File: src/rtl/latch_bank_pkg.sv
// Shared types and helpers for the synchronous latch bank.
//   chan_state_t : per-channel filter state (HOLD = closed, OPEN = transparent)
//   cnt_width()  : width of the gate-filter counter for a given filter length
package latch_bank_pkg;

  typedef enum logic {
    HOLD = 1'b0,
    OPEN = 1'b1
  } chan_state_t;

  // The counter has to hold 0..filter, and is never narrower than one bit.
  function automatic int cnt_width(input int filter);
    int w;
    w = $clog2(filter + 1);
    if (w < 1) w = 1;
    return w;
  endfunction

endpackage

File: src/rtl/latch_bank_chan.sv
// One latch channel: gate decode, counter-based glitch filter FSM, data
// register and capture-done pulse.
//   clk      : rising-edge clock
//   rst_n    : synchronous active-low reset
//   lock     : freeze all state when high
//   g        : raw gate input (polarity from GATE_ACTIVE_LOW)
//   d        : channel data in
//   q        : registered latch output
//   is_open  : 1 while the channel is transparent
//   captured : one-cycle pulse after the channel closes
module latch_bank_chan
  import latch_bank_pkg::*;
#(
  parameter int               WIDTH           = 8,
  parameter bit               GATE_ACTIVE_LOW = 1'b1,
  parameter int               FILTER_CYCLES   = 3,
  parameter logic [WIDTH-1:0] RESET_VALUE     = {WIDTH{1'b0}}
) (
  input  logic             clk,
  input  logic             rst_n,
  input  logic             lock,
  input  logic             g,
  input  logic [WIDTH-1:0] d,
  output logic [WIDTH-1:0] q,
  output logic             is_open,
  output logic             captured
);

  localparam int            CW       = cnt_width(FILTER_CYCLES);
  localparam logic [CW-1:0] CNT_LAST = CW'(FILTER_CYCLES - 1);

  chan_state_t      state, state_next;
  logic [CW-1:0]    cnt, cnt_next;
  logic [WIDTH-1:0] q_next;
  logic             captured_next;
  logic             ga;
  logic             mismatch;

  assign ga       = GATE_ACTIVE_LOW ? ~g : g;
  // Gate requests the opposite of the current state.
  assign mismatch = (state == HOLD) ? ga : ~ga;

  always_comb begin
    state_next    = state;
    cnt_next      = cnt;
    q_next        = q;
    captured_next = 1'b0;
    if (!lock) begin
      if (!mismatch) begin
        cnt_next = '0;
      end else if (cnt == CNT_LAST) begin
        state_next = (state == HOLD) ? OPEN : HOLD;
        cnt_next   = '0;
      end else begin
        cnt_next = cnt + 1'b1;
      end
      // Loading follows the pre-edge state: the closing edge still samples,
      // the opening edge does not.
      if (state == OPEN) q_next = d;
      captured_next = (state == OPEN) && (state_next == HOLD);
    end
  end

  // Register stage: state, filter counter, data and capture pulse.
  always_ff @(posedge clk) begin
    if (!rst_n) begin
      state    <= HOLD;
      cnt      <= '0;
      q        <= RESET_VALUE;
      captured <= 1'b0;
    end else begin
      state    <= state_next;
      cnt      <= cnt_next;
      q        <= q_next;
      captured <= captured_next;
    end
  end

  assign is_open = (state == OPEN);

endmodule

File: src/rtl/latch_bank_sync.sv
// Bank of CHANNELS independent, fully synchronous latch channels.
//   C        : rising-edge clock
//   R        : synchronous active-low reset
//   D        : packed data, channel i at [i*WIDTH +: WIDTH]
//   G        : per-channel gate
//   LOCK     : global freeze, active-high
//   Q        : packed registered outputs, same packing as D
//   OPEN     : per-channel transparent flag
//   CAPTURED : per-channel one-cycle close pulse
module latch_bank_sync #(
  parameter int               WIDTH           = 8,
  parameter int               CHANNELS        = 4,
  parameter bit               GATE_ACTIVE_LOW = 1'b1,
  parameter int               FILTER_CYCLES   = 3,
  parameter logic [WIDTH-1:0] RESET_VALUE     = {WIDTH{1'b0}}
) (
  input  logic                      C,
  input  logic                      R,
  input  logic [CHANNELS*WIDTH-1:0] D,
  input  logic [CHANNELS-1:0]       G,
  input  logic                      LOCK,
  output logic [CHANNELS*WIDTH-1:0] Q,
  output logic [CHANNELS-1:0]       OPEN,
  output logic [CHANNELS-1:0]       CAPTURED
);

  for (genvar i = 0; i < CHANNELS; i++) begin : g_chan
    latch_bank_chan #(
      .WIDTH          (WIDTH),
      .GATE_ACTIVE_LOW(GATE_ACTIVE_LOW),
      .FILTER_CYCLES  (FILTER_CYCLES),
      .RESET_VALUE    (RESET_VALUE)
    ) u_chan (
      .clk     (C),
      .rst_n   (R),
      .lock    (LOCK),
      .g       (G[i]),
      .d       (D[i*WIDTH +: WIDTH]),
      .q       (Q[i*WIDTH +: WIDTH]),
      .is_open (OPEN[i]),
      .captured(CAPTURED[i])
    );
  end

endmodule
File: config.mk
export PLATFORM = sky130hd
export DESIGN_NAME = latch_bank_sync
export DESIGN_NICKNAME = d
export VERILOG_FILES = /design/src/rtl/latch_bank_pkg.sv /design/src/rtl/latch_bank_chan.sv /design/src/rtl/latch_bank_sync.sv
export SDC_FILE = /design/constraint.sdc
export NUM_CORES = 1
export LEC_CHECK = 0
export CAP_MARGIN = 30
export CORE_ASPECT_RATIO = 1.4
export CORE_MARGIN = 3
export CORE_UTILIZATION = 46
export DETAILED_ROUTE_END_ITERATION = 8
export PLACE_DENSITY = 0.9
export REMOVE_ABC_BUFFERS = 1
export SYNTH_ARGS = -nofsm -noshare
export SYNTH_HDL_FRONTEND = slang
export SYNTH_SLANG_ARGS = --single-unit
File: constraint.sdc
create_clock -name C -period 2.41 [get_ports C]
set_input_delay 0.723 -clock C [delete_from_list [all_inputs] [get_ports C]]
set_output_delay 0.723 -clock C [all_outputs]
set_load 0.005 [all_outputs]
==> run summary, run 1 <==
nets: 330
Initial Util: 48.5%
commonest cells after routing, fill and taps aside: 78 x clkdlybuf4s50_1, 76 x nand2_1, 48 x dfxtp_1, 33 x a21boi_0, 7 x clkbuf_8
post-synthesis register bit count: 48
Mapped Cells: 224
library cells used by synthesis: 20
DR vias/cell: 4.97
Worst-Skew Late Latency: 0.29 ns
CTS sink count: 48
Setup violations, final: 0
Mapped Area: 1950 um^2
Max Cap Violations: 0
CP max stage cell: clkdlybuf4s50_1
Post-CTS Repair Setup Buffers: 0
critical path arrival: 1.26 ns
port bufs: 78
Die W: 61 um
Die Area: 5060 um^2
fill count: 330
dpl ws: 0.274 ns
vias in the first global route: 1,671
Hold Buf Count CTS: 0
Final Hold Vio Count: 0
syn avg cell area: 8.70 um^2
drt first pass iters: 4
f_max: 505 MHz
cell family with most CP delay: buffers and inverters
outcome: finished, final reports clean
GRT Overall Usage: 17.4%
count of pins over their slew limit: 0
fin crit period: 1.98 ns
hpwl dp: 3.02 mm
Worst Hold Class: flop to flop
first-pass GRT wire length: 6.92 mm
core outline area: 4020 um^2
gr ovfl total: 0
Finished Cell Area: 2800 um^2
cts repair resizes: 0
Clock Pin Slew Worst Setup and Hold Paths: 0.08 ns
Max VDD drop: 0.452 mV
final worst-path setup slack: 0.431 ns
commonest non-fill, non-tap cell in the layout: clkdlybuf4s50_1
Area after DPL: 2700 um^2
worst path bufs/invs: 1
antenna violations before repair: 0
Power Dens Cells: 508 nW/um^2
setup total negative slack: 0 ns
Longest Clk Path Bufs: 2
LEAKAGE: 0.993 nW
largest net degree at the start of global routing: 36
CTS tree: done
routed via count: 1,660
Worst Setup Start Kind: flop
kind of critical path: flop to output pin
Worst Path Max Fanout: 5
Least-Margin Pin Slew: 0.486 ns
Clock Skew: 0.00328 ns
Max-slew headroom: 67.5%
critical path's largest stage delay: 0.55 ns
Num CTS Buffers: 5
DRT iter0 DRCs: 39
CTS root buf: clkbuf_8
Yosys Warn Count: 0
Row Count: 27
RSZ-0062 raised after global routing: false
register area share after synthesis: 49.3%
layout cells sized above 1: 4.47%
Final period util: 82.1%
Residual DRC: 0
wire per inst: 12.0 um
htree depth: 2
critical path required time: 1.69 ns
Die Height: 83 um
critical path endpoint category: output pin
n_diodes: 0
synthesis-to-finish area growth: 43.5%
CP Cell Sequence: clkdlybuf4s50_1
final RePlAce weighted congestion: 0.671
IO Pins: 79
Final ANT Viol Nets: 0
total routed wirelength: 4.01 mm
-- cell usage after synthesis --
master / number / area [um^2]
nand2_1: 76 / 285
dfxtp_1: 48 / 961
a21boi_0: 33 / 248
clkbuf_1: 13 / 48.8
buf_4: 8 / 60.1
nand2b_1: 4 / 25.0
nand3_1: 4 / 20.0
nand4b_1: 4 / 35.0
nor2_1: 4 / 15.0
nor3b_1: 4 / 30.0
o211a_1: 4 / 40.0
o41ai_1: 4 / 35.0
or4_1: 4 / 30.0
xor2_1: 4 / 35.0
a21boi_1: 3 / 22.5
nor2b_1: 3 / 18.8
and2b_1: 1 / 7.51
buf_2: 1 / 5.00
buf_6: 1 / 11.3
buf_8: 1 / 15.0
-- final timing paths --
| kind | endpoint | depth (start not counted) | slack, ns | startpoint |
|---|---|---|---|---|
| max | OPEN[0] | 1 | 0.43 | g_chan[0].u_chan.is_open |
| min | g_chan[3].u_chan.q[1] | 2 | 0.46 | g_chan[3].u_chan.q[1] |
| max reg2reg | g_chan[3].u_chan.q[0] | 3 | 1.19 | g_chan[3].u_chan.is_open |
| min reg2reg | g_chan[3].u_chan.q[1] | 2 | 0.46 | g_chan[3].u_chan.q[1] |
-- final cells by class --
cell class	instances	area, um^2	share of cell area (%)
Sequential cell	48	961	34.4
Tap cell	43	53.8	1.92
Clock buffer	7	96.3	3.45
Timing Repair Buffer	84	838	30.0
Multi-Input combinational cell	152	847	30.3
-- state kept, by name (all words and copies together), names as in the netlist --
signal / count
g_chan.u_chan.cnt: 8
g_chan.u_chan.captured: 4
g_chan.u_chan.is_open: 4
g_chan.u_chan.q: 32
-- routing by layer --
| layer | global-route usage, % | routed length, um | up-vias |
|---|---|---|---|
| met3 | 5.44 | 237 | 8 |
| met4 | 5.33 | 58 | 0 |
| met5 | 0 | 0 | - |
| li1 | - | - | 864 |
| met1 | 18.1 | 1580 | 738 |
| met2 | 31.5 | 2130 | 50 |
-- cell families (layout without fill, tap and decap cells) --
kind of cell	Yosys count	count (layout)	synth area share, %
and+or+nand+nor	104	104	24.0
DFF	48	48	49.3
AOI/OAI and AO/OA	44	44	17.7
buffers and inverters	24	91	7.19
xor gates and xnor gates	4	4	1.80
-- metrics by stage --
step           power [mW]  util [%]  hold slack, ns  std cells
5_1_grt              1.49      69.6           0.482        334
3_5_place_dp        0.948      67.2           0.455        327
4_1_cts              1.45      69.6           0.466        334
6_report             1.42      69.6           0.461        334
2_1_floorplan       0.851         -           0.460        200
3_3_place_gp        0.946      67.2           0.450        327
-- power by group --
group | leakage, nW | total (mW) | switching [mW] | internal [mW]
combinational | 0.556 | 0.120 | 0.0380 | 0.0823
clock | 0.0503 | 0.493 | 0.238 | 0.255
sequential | 0.387 | 0.808 | 0.00755 | 0.800
total | 0.993 | 1.42 | 0.283 | 1.14
(Power assumes the default switching activity.)
==> inputs of run 2 (changes only) <==
Settings changed: CORE_UTILIZATION 46 to 38, PLACE_DENSITY 0.9 to 0.8.
Clock period 2.41 ns to 1.7 ns, I/O delays scaled along.
==> run summary, run 2 (same netlist as run 1, synthesis figures left out) <==
outcome: finished, final reports clean
DRT iter0 DRCs: 37 (-5.1%)
Finished Cell Area: 2950 um^2 (+5.5%)
cell family with most CP delay: buffers and inverters
total routed wirelength: 4.22 mm (+5.3%)
CTS root buf: clkbuf_8
Hold Buf Count CTS: 0 (unchanged)
port bufs: 78 (unchanged)
final RePlAce weighted congestion: 0.684 (+2.0%)
critical path arrival: 1.15 ns (-0.11 ns)
Longest Clk Path Bufs: 2 (unchanged)
gr ovfl total: 0 (unchanged)
IO Pins: 79 (unchanged)
layout cells sized above 1: 9.60% (+5.1 points)
Die W: 66.5 um (+9.0%)
critical path required time: 1.19 ns (-0.50 ns)
n_diodes: 0 (unchanged)
vias in the first global route: 1,667 (-0.24%)
LEAKAGE: 1.15 nW (+16%)
CTS tree: done
Initial Util: 39.6% (-8.8 points)
Clock Skew: 0.00600 ns (+0.00272 ns)
CP max stage cell: clkdlybuf4s50_1
most flop-heavy register: g_chan.u_chan.q
worst path bufs/invs: 1 (unchanged)
CTS sink count: 48 (unchanged)
DR vias/cell: 4.66 (-6.3%)
drt first pass iters: 4 (unchanged)
routed via count: 1,705 (+2.7%)
Max Cap Violations: 0 (unchanged)
Setup violations, final: 0 (unchanged)
GRT Overall Usage: 14.9% (-2.5 points)
commonest non-fill, non-tap cell in the layout: nand2_1
Final ANT Viol Nets: 0 (unchanged)
Final Core Density: 60.0% (-9.6 points)
critical path endpoint category: output pin
CP Cell Sequence: clkdlybuf4s50_1
wire per inst: 11.5 um (-3.9%)
Max-slew headroom: 82.0% (+15 points)
Die Area: 6030 um^2 (+19%)
critical path's largest stage delay: 0.49 ns (-0.06 ns)
largest net degree at the start of global routing: 41 (+14%)
Area after DPL: 2840 um^2 (+5.1%)
max reg flops: 32 (unchanged)
Num CTS Buffers: 5 (unchanged)
Worst-Skew Late Latency: 0.29 ns (about the same)
first-pass GRT wire length: 7.19 mm (+3.9%)
synthesis-to-finish area growth: 51.4%
Clock Pin Slew Worst Setup and Hold Paths: 0.08 ns (about the same)
nets: 341 (+3.3%)
setup total negative slack: 0 ns (unchanged)
Residual DRC: 0 (unchanged)
antenna violations before repair: 0 (unchanged)
htree depth: 2 (unchanged)
f_max: 603 MHz
core outline area: 4920 um^2 (+22%)
kind of critical path: flop to output pin
Least-Margin Pin Slew: 0.266 ns (-0.220 ns)
Row Count: 30 (+11%)
Worst Path Max Fanout: 4 (-1)
Max VDD drop: 0.355 mV (-21%)
fin crit period: 1.66 ns
Worst Setup Start Kind: flop
hpwl dp: 3.11 mm (+3.1%)
Final Hold Vio Count: 0 (unchanged)
commonest cells after routing, fill and taps aside: 76 x nand2_1, 72 x clkdlybuf4s50_1, 42 x dfxtp_1, 33 x a21boi_0, 13 x buf_4
biggest regs: g_chan.u_chan.q: 32 flops, g_chan.u_chan.cnt: 8 flops
count of pins over their slew limit: 0 (unchanged)
Power Dens Cells: 663 nW/um^2 (+30%)
Final period util: 97.6%
Final Total Pwr: 1.95 mW (+38%)
Die Height: 90.7 um (+9.3%)
Worst Hold Class: flop to flop
-- run 2: changes by cell type in the layout (fill, tap and decap cells not counted) --
cell / change
dfxtp_4: +3
clkdlybuf4s50_1: -6
dfxtp_1: -6
dfxtp_2: +3
buf_4: +8
clkbuf_1: +1
clkinv_2: +1
buf_12: +3
clkbuf_8: -2
dlygate4sd2_1: +1
dlymetal6s2s_1: +5
-- run 2: final cells by class --
class                           instances  area, um^2
Clock buffer                            6        72.6
Clock inverter                          1        5.00
Fill cell                             433        1970
Multi-Input combinational cell        152         847
Sequential cell                        48         976
Tap cell                               64        80.1
Timing Repair Buffer                   95         970
-- run 2: path summary, 6_finish.rpt --
check,slack [ns],start,depth (start not counted),to
setup reg to reg,0.55,g_chan[2].u_chan.is_open,3,g_chan[2].u_chan.cnt[0]
setup / recovery,0.04,g_chan[3].u_chan.is_open,1,OPEN[3]
hold / removal,0.46,g_chan[3].u_chan.q[0],2,g_chan[3].u_chan.q[0]
hold reg to reg,0.46,g_chan[3].u_chan.q[0],2,g_chan[3].u_chan.q[0]
-- run 2: where the power goes --
part           switching (mW)  total [mW]  internal [mW]
clock network           0.345       0.625          0.280
logic                  0.0577       0.189          0.131
registers              0.0111        1.14           1.13
total                   0.413        1.95           1.54
-- run 2: through the flow --
step	std cells	worst slack (ns)	hold slack (ns)
2_1_floorplan	200	0.458	0.460
3_3_place_gp	358	-0.158	0.448
3_5_place_dp	358	-0.206	0.455
4_1_cts	365	0.000323	0.467
5_1_grt	366	-0.00328	0.481
6_report	366	0.0415	0.461
-- run 2: routing by layer --
metal / routed length, um / share of wire (%) / up-vias / GRT usage [%]
met1: 1700 / 40 / 773 / 15.9
met2: 2260 / 54 / 38 / 27.6
li1: - / - / 888 / -
met4: 57 / 1.4 / 0 / 4.58
met3: 201 / 4.8 / 6 / 3.86
met5: 0 / 0 / - / 0
-- run 2: what timing repair did --
action	in CTS	in global routing
gates resized for setup	5	10
setup endpoints to repair	4	8
pin swaps	0	0
setup buffers	0	1
